`src/rtl/fetch_unit.sv`:
```
// Instruction fetch stage: issues PCs to a synchronous RAM, buffers returned
// words in a small FIFO and hands {instruction, pc} to decode.
//
// Parameters:
//   START_ADDRESS  PC loaded at reset
//   FIFO_DEPTH     buffer entries (power of two, >= 2)
// Ports:
//   clock          system clock, rising edge
//   rst            asynchronous active-low reset
//   i_address      fetch address to RAM (fetch_pc)
//   instruction    RAM word for the address sampled at the previous edge
//   jump           redirect request, flushes in-flight and buffered words
//   jump_target    redirect PC, low two bits forced to zero
//   instr_out      instruction presented to decode
//   pc_out         address of instr_out
//   instr_valid    instr_out/pc_out valid
//   instr_ready    decode accepts (transfer on instr_valid && instr_ready)
// Optional macro FETCH_BYPASS_EN: a word returning into an empty FIFO is
// presented in the same cycle and skips the FIFO if decode takes it.

module fetch_unit #(
    parameter logic [31:0] START_ADDRESS = 32'h0000_0000,
    parameter int          FIFO_DEPTH    = 2
) (
    input  logic        clock,
    input  logic        rst,
    output logic [31:0] i_address,
    input  logic [31:0] instruction,
    input  logic        jump,
    input  logic [31:0] jump_target,
    output logic [31:0] instr_out,
    output logic [31:0] pc_out,
    output logic        instr_valid,
    input  logic        instr_ready
);

    localparam int PW = $clog2(FIFO_DEPTH);
    localparam int CW = PW + 1;

    logic [31:0]   fetch_pc;
    logic [31:0]   inflight_pc;
    logic          inflight;

    logic [31:0]   mem_instr [FIFO_DEPTH];
    logic [31:0]   mem_pc    [FIFO_DEPTH];
    logic [PW-1:0] rd_ptr;
    logic [PW-1:0] wr_ptr;
    logic [CW-1:0] count;

    logic          fifo_empty;
    logic          push;
    logic          pop;
    logic          bypass;
    logic          fifo_wr;
    logic          fifo_rd;
    logic          issue;
    logic [CW:0]   occupancy;

    assign i_address  = fetch_pc;
    assign fifo_empty = (count == '0);

    // A returning word is only kept if no redirect squashes it this cycle.
    assign push = inflight && !jump;

`ifdef FETCH_BYPASS_EN
    assign bypass = fifo_empty && push;
`else
    assign bypass = 1'b0;
`endif

    always_comb begin
        if (bypass) begin
            instr_valid = 1'b1;
            instr_out   = instruction;
            pc_out      = inflight_pc;
        end else begin
            instr_valid = !fifo_empty;
            instr_out   = mem_instr[rd_ptr];
            pc_out      = mem_pc[rd_ptr];
        end
    end

    assign pop     = instr_valid && instr_ready;
    assign fifo_rd = pop && !fifo_empty;
    // A bypassed word that decode takes never lands in the buffer.
    assign fifo_wr = push && !(bypass && instr_ready);

    // Slots committed after this edge: stored + returning - leaving.
    // Issuing only when this is below depth prevents overflow.
    assign occupancy = {1'b0, count}
                     + (CW+1)'(inflight)
                     - (CW+1)'(pop);
    assign issue = !jump && (occupancy < (CW+1)'(FIFO_DEPTH));

    always_ff @(posedge clock or negedge rst) begin
        if (!rst) begin
            fetch_pc    <= START_ADDRESS;
            inflight    <= 1'b0;
            inflight_pc <= 32'h0;
            rd_ptr      <= '0;
            wr_ptr      <= '0;
            count       <= '0;
            for (int i = 0; i < FIFO_DEPTH; i++) begin
                mem_instr[i] <= 32'h0;
                mem_pc[i]    <= 32'h0;
            end
        end else if (jump) begin
            fetch_pc <= jump_target & 32'hFFFF_FFFC;
            inflight <= 1'b0;
            rd_ptr   <= '0;
            wr_ptr   <= '0;
            count    <= '0;
        end else begin
            if (issue) begin
                inflight    <= 1'b1;
                inflight_pc <= fetch_pc;
                fetch_pc    <= fetch_pc + 32'd4;
            end else begin
                inflight <= 1'b0;
            end
            if (fifo_wr) begin
                mem_instr[wr_ptr] <= instruction;
                mem_pc[wr_ptr]    <= inflight_pc;
                wr_ptr            <= wr_ptr + PW'(1);
            end
            if (fifo_rd) begin
                rd_ptr <= rd_ptr + PW'(1);
            end
            count <= count + CW'(fifo_wr) - CW'(fifo_rd);
        end
    end

endmodule

```
`config.mk`:
```
export PLATFORM = sky130hd
export DESIGN_NAME = fetch_unit
export DESIGN_NICKNAME = d
export VERILOG_FILES = /design/src/rtl/fetch_unit.sv
export SDC_FILE = /design/constraint.sdc
export NUM_CORES = 1
export LEC_CHECK = 0
export ABC_AREA = 0
export CAP_MARGIN = 20
export CORE_UTILIZATION = 55
export CTS_CLUSTER_SIZE = 12
export DETAILED_ROUTE_END_ITERATION = 8
export GPL_TIMING_DRIVEN = 1
export PLACE_DENSITY = 0.84
export SETUP_SLACK_MARGIN = 0.4
export SYNTH_ARGS = -nofsm -noshare
export SYNTH_HDL_FRONTEND = slang
export SYNTH_SLANG_ARGS = --single-unit
```
`constraint.sdc`:
```
create_clock -name clock -period 8.2 [get_ports clock]
set_input_delay 1.64 -clock clock [delete_from_list [all_inputs] [get_ports clock]]
set_output_delay 1.64 -clock clock [all_outputs]
set_load 0.05 [all_outputs]
```
==> results of run 1 <==
## cell type report
cell class	count	area [um2]	area share (%)
repair buffers	164	1630	15.3
multi-input cells	449	3570	33.4
inverters	6	22.5	0.211
well taps	184	230	2.15
flip-flops and latches	189	4730	44.3
clock inverters	3	40.0	0.375
clock buffers	25	465	4.36
## cells by family (layout without fill, tap and decap cells)
logic type,count (synthesis),after routing,synth area share (%)
multiplexers,190,190,25.3
flip-flops,189,189,56.0
buffers and inverters,44,198,2.15
adder cells (fa/ha/maj),5,5,0.830
other,1,4,0.0444
AO/OA/AOI/OAI,33,33,2.04
XOR/XNOR,31,31,3.21
AND/OR/NAND/NOR,186,186,10.4
## flip-flops by register name, indices dropped and copies added (netlist names)
| register | count |
|---|---|
| count | 2 |
| i_address | 30 |
| inflight | 1 |
| inflight_pc | 30 |
| mem_instr | 64 |
| mem_pc | 60 |
| rd_ptr | 1 |
| wr_ptr | 1 |
## worst max-delay path, stage by stage
cell	delay, ns
clkdlybuf4s50_1	0.41
buf_4	0.29
inv_1	0.51
nand2_1	0.22
nor2_4	0.68
buf_4	0.58
mux2_2	0.40
## layer usage
layer	vias to the layer above	part of all wire [%]	GRT usage, %
li1	2626	-	-
met1	2835	43	31.9
met2	219	49	42.6
met3	29	6.3	5.52
met4	0	1.4	9.00
met5	-	0	0
## synthesized netlist by cell type, drive strengths merged
library cell / instances / area [um2]
and3: 2 / 12.5
nor4: 3 / 46.3
o21ai: 28 / 140
and2: 5 / 31.3
xnor2: 15 / 131
ha: 4 / 50.1
nand2b: 2 / 12.5
dfrtp: 189 / 4730
nand3: 18 / 95.1
mux2: 189 / 2130
o31ai: 1 / 7.51
clkbuf: 30 / 113
fa: 1 / 20.0
nand2: 119 / 447
a31oi: 4 / 25.0
conb: 1 / 3.75
mux2i: 1 / 10.0
nor2b: 1 / 6.26
or4: 3 / 22.5
buf: 8 / 46.3
xor2: 16 / 140
nor2: 14 / 52.6
inv: 6 / 22.5
or2: 2 / 12.5
nand4: 9 / 77.6
nor3: 4 / 20.0
nor4b: 1 / 23.8
or3: 3 / 18.8
## worst max path at each step
stage                 from            end  slack (ns)  cells after the start
2_1_floorplan  instr_ready  i_address[31]        4.08                      8
3_3_place_gp          jump  mem_instr[32]        3.33                      7
3_5_place_dp          jump  mem_instr[60]        3.25                      7
4_1_cts               jump  mem_instr[60]        3.69                      7
5_1_grt               jump  mem_instr[34]        3.52                      7
6_report              jump     mem_pc[34]        3.74                      7
## report_power, final
part | leakage, nW | switching, W | internal [W]
Combinational | 2.10 | 0.00134 | 0.000927
Clock | 0.247 | 0.000322 | 0.000419
Sequential | 2.34 | 0.000233 | 0.00132
## through the flow
step	utilization, %	hold slack, ns
finish	72.4	0.488
global route	72.4	0.501
CTS	72.4	0.490
detailed placement	69.0	0.476
global placement	69.0	0.463
floorplan	-	0.454
==> metrics.yaml, run 1 <==
outcome:
  status: "finished, final reports clean"
global_route:
  antenna_found_initial: 0
  grtUsageTotal_pct: 25.2
  grt_max_degree: 111
  grt_pass1_wl_mm: 31.1
  grt_pass1_vias: 6120
  grt-ovfl-total: 0
clock_network:
  cts_tree: "done"
  htreeDepth: 4
  insertion_delay_ns: 0.43
  clk_pin_slew_ns: 0.06
  numCtsBuffers: 17
  cts_setup_buffers: 0
  clock-root-buffer: "clkbuf_16"
  cts_sinks: 189
  cts_resized: 0
  cts_max_path_buffers: 2
  hold_buffers: 0
floorplanning:
  die-area_um2: 15900
  initial_core_util_pct: 57.2
  rows: 44
  boundaryPins: 165
  die_y_um: 126
  die_w_um: 126
  core_region_area_um2: 14800
logic_synthesis:
  ys_seq_area_share_pct: 56.0
  ys_ff_latch: 189
  yosysWarnings: 0
  syn_area_um2: 8450
  synth.avg_cell_area_um2: 12.4
  postSynthCellCount: 679
  synth.distinct_cells: 36
place:
  place.gp.congestion: 0.820
  dpl_cell_area_um2: 10200
  io_buffers: 158
  place_ws_ns: 3.25
  hpwlAfterDp_mm: 12.3
  dp.cells: 992
setup_path:
  path_max_fanout: 51
  r2r_slack_ns: 4.66
  regToRegEndpoint: "i_address[31]"
  cp_data_required_time_ns: 8.51
  startpoint_type: "input pin"
  end_kind: "flop"
  critical_path_arrival_ns: 4.78
  crit_type: "in -> reg"
  worstRegToRegCells: 9
  r2r-start: "count[1]"
sta:
  final_max_slew_viol_count: 0
  finalSetupTns_ns: 0
  skew_ns: 0.00693
  setup_violations: 0
  rsz0062_at_grt: "no"
  period_share_pct: 54.4
  finalHoldViolCount: 0
  min_period_ns: 4.46
  worst_slack_ns: 3.74
  tightest_slew_ns: 1.03
  fmax_mhz: 224
  maxSlewHeadroom_pct: 31.2
cells_and_area:
  final_cell_mix: "dfrtp_1 (188), mux2_2 (184), clkdlybuf4s50_1 (157)"
  design_area_um2: 10700
  drive_above_1_share_pct: 26.8
  n_antenna_cell: 0
  fill_cells: 1016
  syn2layout_area_growth_pct: 26.5
  num-nets-final: 900
  layout_commonest_cell: "dfrtp_1"
  fin_cells: 1020
worst_hold_path:
  whs_endpoint: "mem_instr[46]"
  whs_path_depth: 1
  hold_path_class: "reg -> reg"
  min_from: "mem_instr[46]"
power_and_ir_drop:
  ir_worst_vdd_mv: 0.229
  p_per_area_nw_per_um2: 427
  totalPowerFinal_w: 0.00456
  leakagePower_nw: 4.69
route:
  post-route-drc-count: 0
  wirelength_mm: 18.8
  drt_iter0_markers: 387
  antenna_left: 0
  dr.pass1.iters: 6
  via_count: 5709
  drt-wirelength-per-cell_um: 18.4
  vias_per_cell: 5.60
run:
  cap_viol_max_count: 0
No activity file was read; power rests on OpenSTA's default activity.
==> run 2: changes to the inputs <==
--- a/config.mk
+++ b/config.mk
@@ -7,11 +7,11 @@
 export LEC_CHECK = 0
 export ABC_AREA = 0
 export CAP_MARGIN = 20
-export CORE_UTILIZATION = 55
+export CORE_UTILIZATION = 52
 export CTS_CLUSTER_SIZE = 12
 export DETAILED_ROUTE_END_ITERATION = 8
 export GPL_TIMING_DRIVEN = 1
-export PLACE_DENSITY = 0.84
+export PLACE_DENSITY = 0.8
 export SETUP_SLACK_MARGIN = 0.4
 export SYNTH_ARGS = -nofsm -noshare
 export SYNTH_HDL_FRONTEND = slang
==> constraint.sdc (replaced) <==
create_clock -name clock -period 4.55 [get_ports clock]
set_input_delay 0.91 -clock clock [delete_from_list [all_inputs] [get_ports clock]]
set_output_delay 0.91 -clock clock [all_outputs]
set_load 0.05 [all_outputs]
==> run 2 against run 1 <==
Sequential power up 83%; sequential share of layout area decreased by 0.69 points; first-iteration DRC count decreased by 5.2%; worst hold slack got worse by 0.14 ns; count of clock-buffer cells in the layout is 3 lower; routed wire length barely moved; critical path depth is 2 higher; setup slack lost 2.9 ns; critical path type unchanged; clock skew barely moved; total power is 83% higher; via count fell by 0.11%.
==> metrics.yaml, run 2 (same netlist as run 1, synthesis figures left out) <==
clock_network:
  cts_max_path_buffers: 2  # unchanged
  htreeDepth: 4  # unchanged
  clock-root-buffer: "clkbuf_16"
  hold_buffers: 0  # unchanged
  insertion_delay_ns: 0.42  # about the same
  clk_pin_slew_ns: 0.07  # about the same
  numCtsBuffers: 17  # unchanged
  cts_resized: 0  # unchanged
  cts_sinks: 189  # unchanged
  cts_tree: "done"
  cts_setup_buffers: 0  # unchanged
global_route:
  grt_pass1_vias: 5951  # -2.8%
  antenna_found_initial: 0  # unchanged
  grtUsageTotal_pct: 23.3  # -1.8 points
  grt_max_degree: 138  # +24%
  grt-ovfl-total: 0  # unchanged
  grt_pass1_wl_mm: 30.0  # -3.6%
sta:
  fmax_mhz: 267
  finalSetupTns_ns: 0  # unchanged
  setup_violations: 0  # unchanged
  rsz0062_at_grt: "no"
  maxSlewHeadroom_pct: 34.6  # +3.4 points
  finalHoldViolCount: 0  # unchanged
  final_max_slew_viol_count: 0  # unchanged
  skew_ns: 0.00652  # -0.000413 ns
  min_period_ns: 3.74
  period_share_pct: 82.2
  tightest_slew_ns: 0.981  # -0.0508 ns
power_and_ir_drop:
  p_per_area_nw_per_um2: 767  # +80%
  sequentialPowerShare_pct: 34.0  # about the same
  p_clk_share_pct: 17.1  # +0.8 points
  internal_power_w: 0.00487  # +83%
  leakagePower_nw: 4.74  # +1.2%
  ir_worst_vdd_mv: 0.410  # +79%
  p_sw_w: 0.00346  # +82%
  netSwitchingFraction_pct: 41.5  # -0.082 points
  p_comb_share_pct: 48.9  # -0.8 points
cells_and_area:
  design_area_um2: 10900  # +1.6%
  fill_cells: 1146  # +13%
  syn2layout_area_growth_pct: 28.5
  n_antenna_cell: 0  # unchanged
  layout_commonest_cell: "dfrtp_1"
  drive_above_1_share_pct: 28.1  # +1.3 points
  largest_register_ffs: 64  # unchanged
  top_regs: "mem_instr x64, mem_pc x60"
  num-nets-final: 904  # +0.44%
  final_core_util_pct: 68.3  # -4.1 points
  regMostFlops: "mem_instr"
  final_cell_mix: "dfrtp_1 (188), mux2_2 (184), clkdlybuf4s50_1 (157)"
route:
  drt-wirelength-per-cell_um: 17.7  # -3.7%
  dr.pass1.iters: 4  # -2
  wirelength_mm: 18.8  # about the same
  post-route-drc-count: 0  # unchanged
  vias_per_cell: 5.39  # -3.8%
  drt_iter0_markers: 367  # -5.2%
  antenna_left: 0  # unchanged
  via_count: 5703  # -0.11%
setup_path:
  critical_path_arrival_ns: 4.08  # -0.70 ns
  end_kind: "flop"
  cp_data_required_time_ns: 4.89  # -3.62 ns
  path_max_fanout: 5  # -90%
  startpoint_type: "input pin"
  crit_type: "in -> reg"
floorplanning:
  initial_core_util_pct: 53.2  # -4.1 points
  core_region_area_um2: 15900  # +7.7%
  die_w_um: 129  # +2.8%
  boundaryPins: 165  # unchanged
  rows: 46  # +4.5%
  die_y_um: 129  # +2.8%
  die-area_um2: 16800  # +5.7%
run:
  cap_viol_max_count: 0  # unchanged
place:
  dpl_cell_area_um2: 10300  # +0.74%
  place.gp.congestion: 0.886  # +8.1%
  hpwlAfterDp_mm: 12.5  # +1.7%
  io_buffers: 158  # unchanged
outcome:
  status: "finished, final reports clean"
worst_hold_path:
  hold_path_class: "in -> async"
## run 2: cell count changes in the layout (fill, tap and decap cells not counted), sizes merged
cell      delta
buf          +4
clkinv       +2
clkbuf       -3
clkinvlp     +4
## run 2: layout make-up
class                   instances  area, um2  share of cell area, %
clock buffers                  22        484                   4.46
multi-input cells             449       3570                   32.9
well taps                     216        270                   2.49
repair buffers                168       1690                   15.6
clock inverters                 9       87.6                  0.807
flip-flops and latches        189       4730                   43.6
inverters                       6       22.5                  0.207
## run 2: worst paths after layout
path	start	to	slack [ns]	depth (start not counted)
hold / removal	rst	mem_instr[5]	0.35	1
setup / recovery	instr_ready	i_address[31]	0.81	9
min in group clock	mem_pc[63]	mem_pc[63]	0.49	1
hold reg to reg	mem_pc[63]	mem_pc[63]	0.49	1
setup reg to reg	count[1]	i_address[31]	0.94	9
max in group asynchronous	rst	mem_pc[21]	2.96	3
## run 2: metrics by stage
step | setup slack, ns | hold slack (ns) | instances | power (W)
floorplan | 1.12 | 0.454 | 682 | 0.00564
global placement | 0.528 | 0.463 | 1027 | 0.00678
detailed placement | 0.450 | 0.482 | 1027 | 0.00694
CTS | 0.848 | 0.499 | 1058 | 0.00839
global route | 0.692 | 0.341 | 1059 | 0.00874
finish | 0.811 | 0.352 | 1059 | 0.00832
## run 2: power by group through the flow
stage | Combinational [W] | Clock [W] | Sequential (W)
final | 0.00407 | 0.00142 | 0.00283
after global placement | 0.00400 | 0 | 0.00278
after detailed placement | 0.00408 | 0 | 0.00286
after CTS | 0.00411 | 0.00144 | 0.00284
after floorplan | 0.00284 | 0 | 0.00280
after global routing | 0.00430 | 0.00152 | 0.00293
## run 2: metal layers
layer / GRT usage, % / share of wire (%)
met1: 30.9 / 44
met2: 38.6 / 49
met3: 5.45 / 5.7
met4: 6.36 / 1.4
met5: 0 / 0
## run 2: worst max-delay path: stages
cell             delay (ns)
clkdlybuf4s50_1        0.50
and2_1                 0.20
ha_1                   0.25
nand2b_1               0.15
fa_1                   0.43
xor2_1                 0.24
or4_1                  0.70
or4_1                  0.52
a31oi_1                0.17
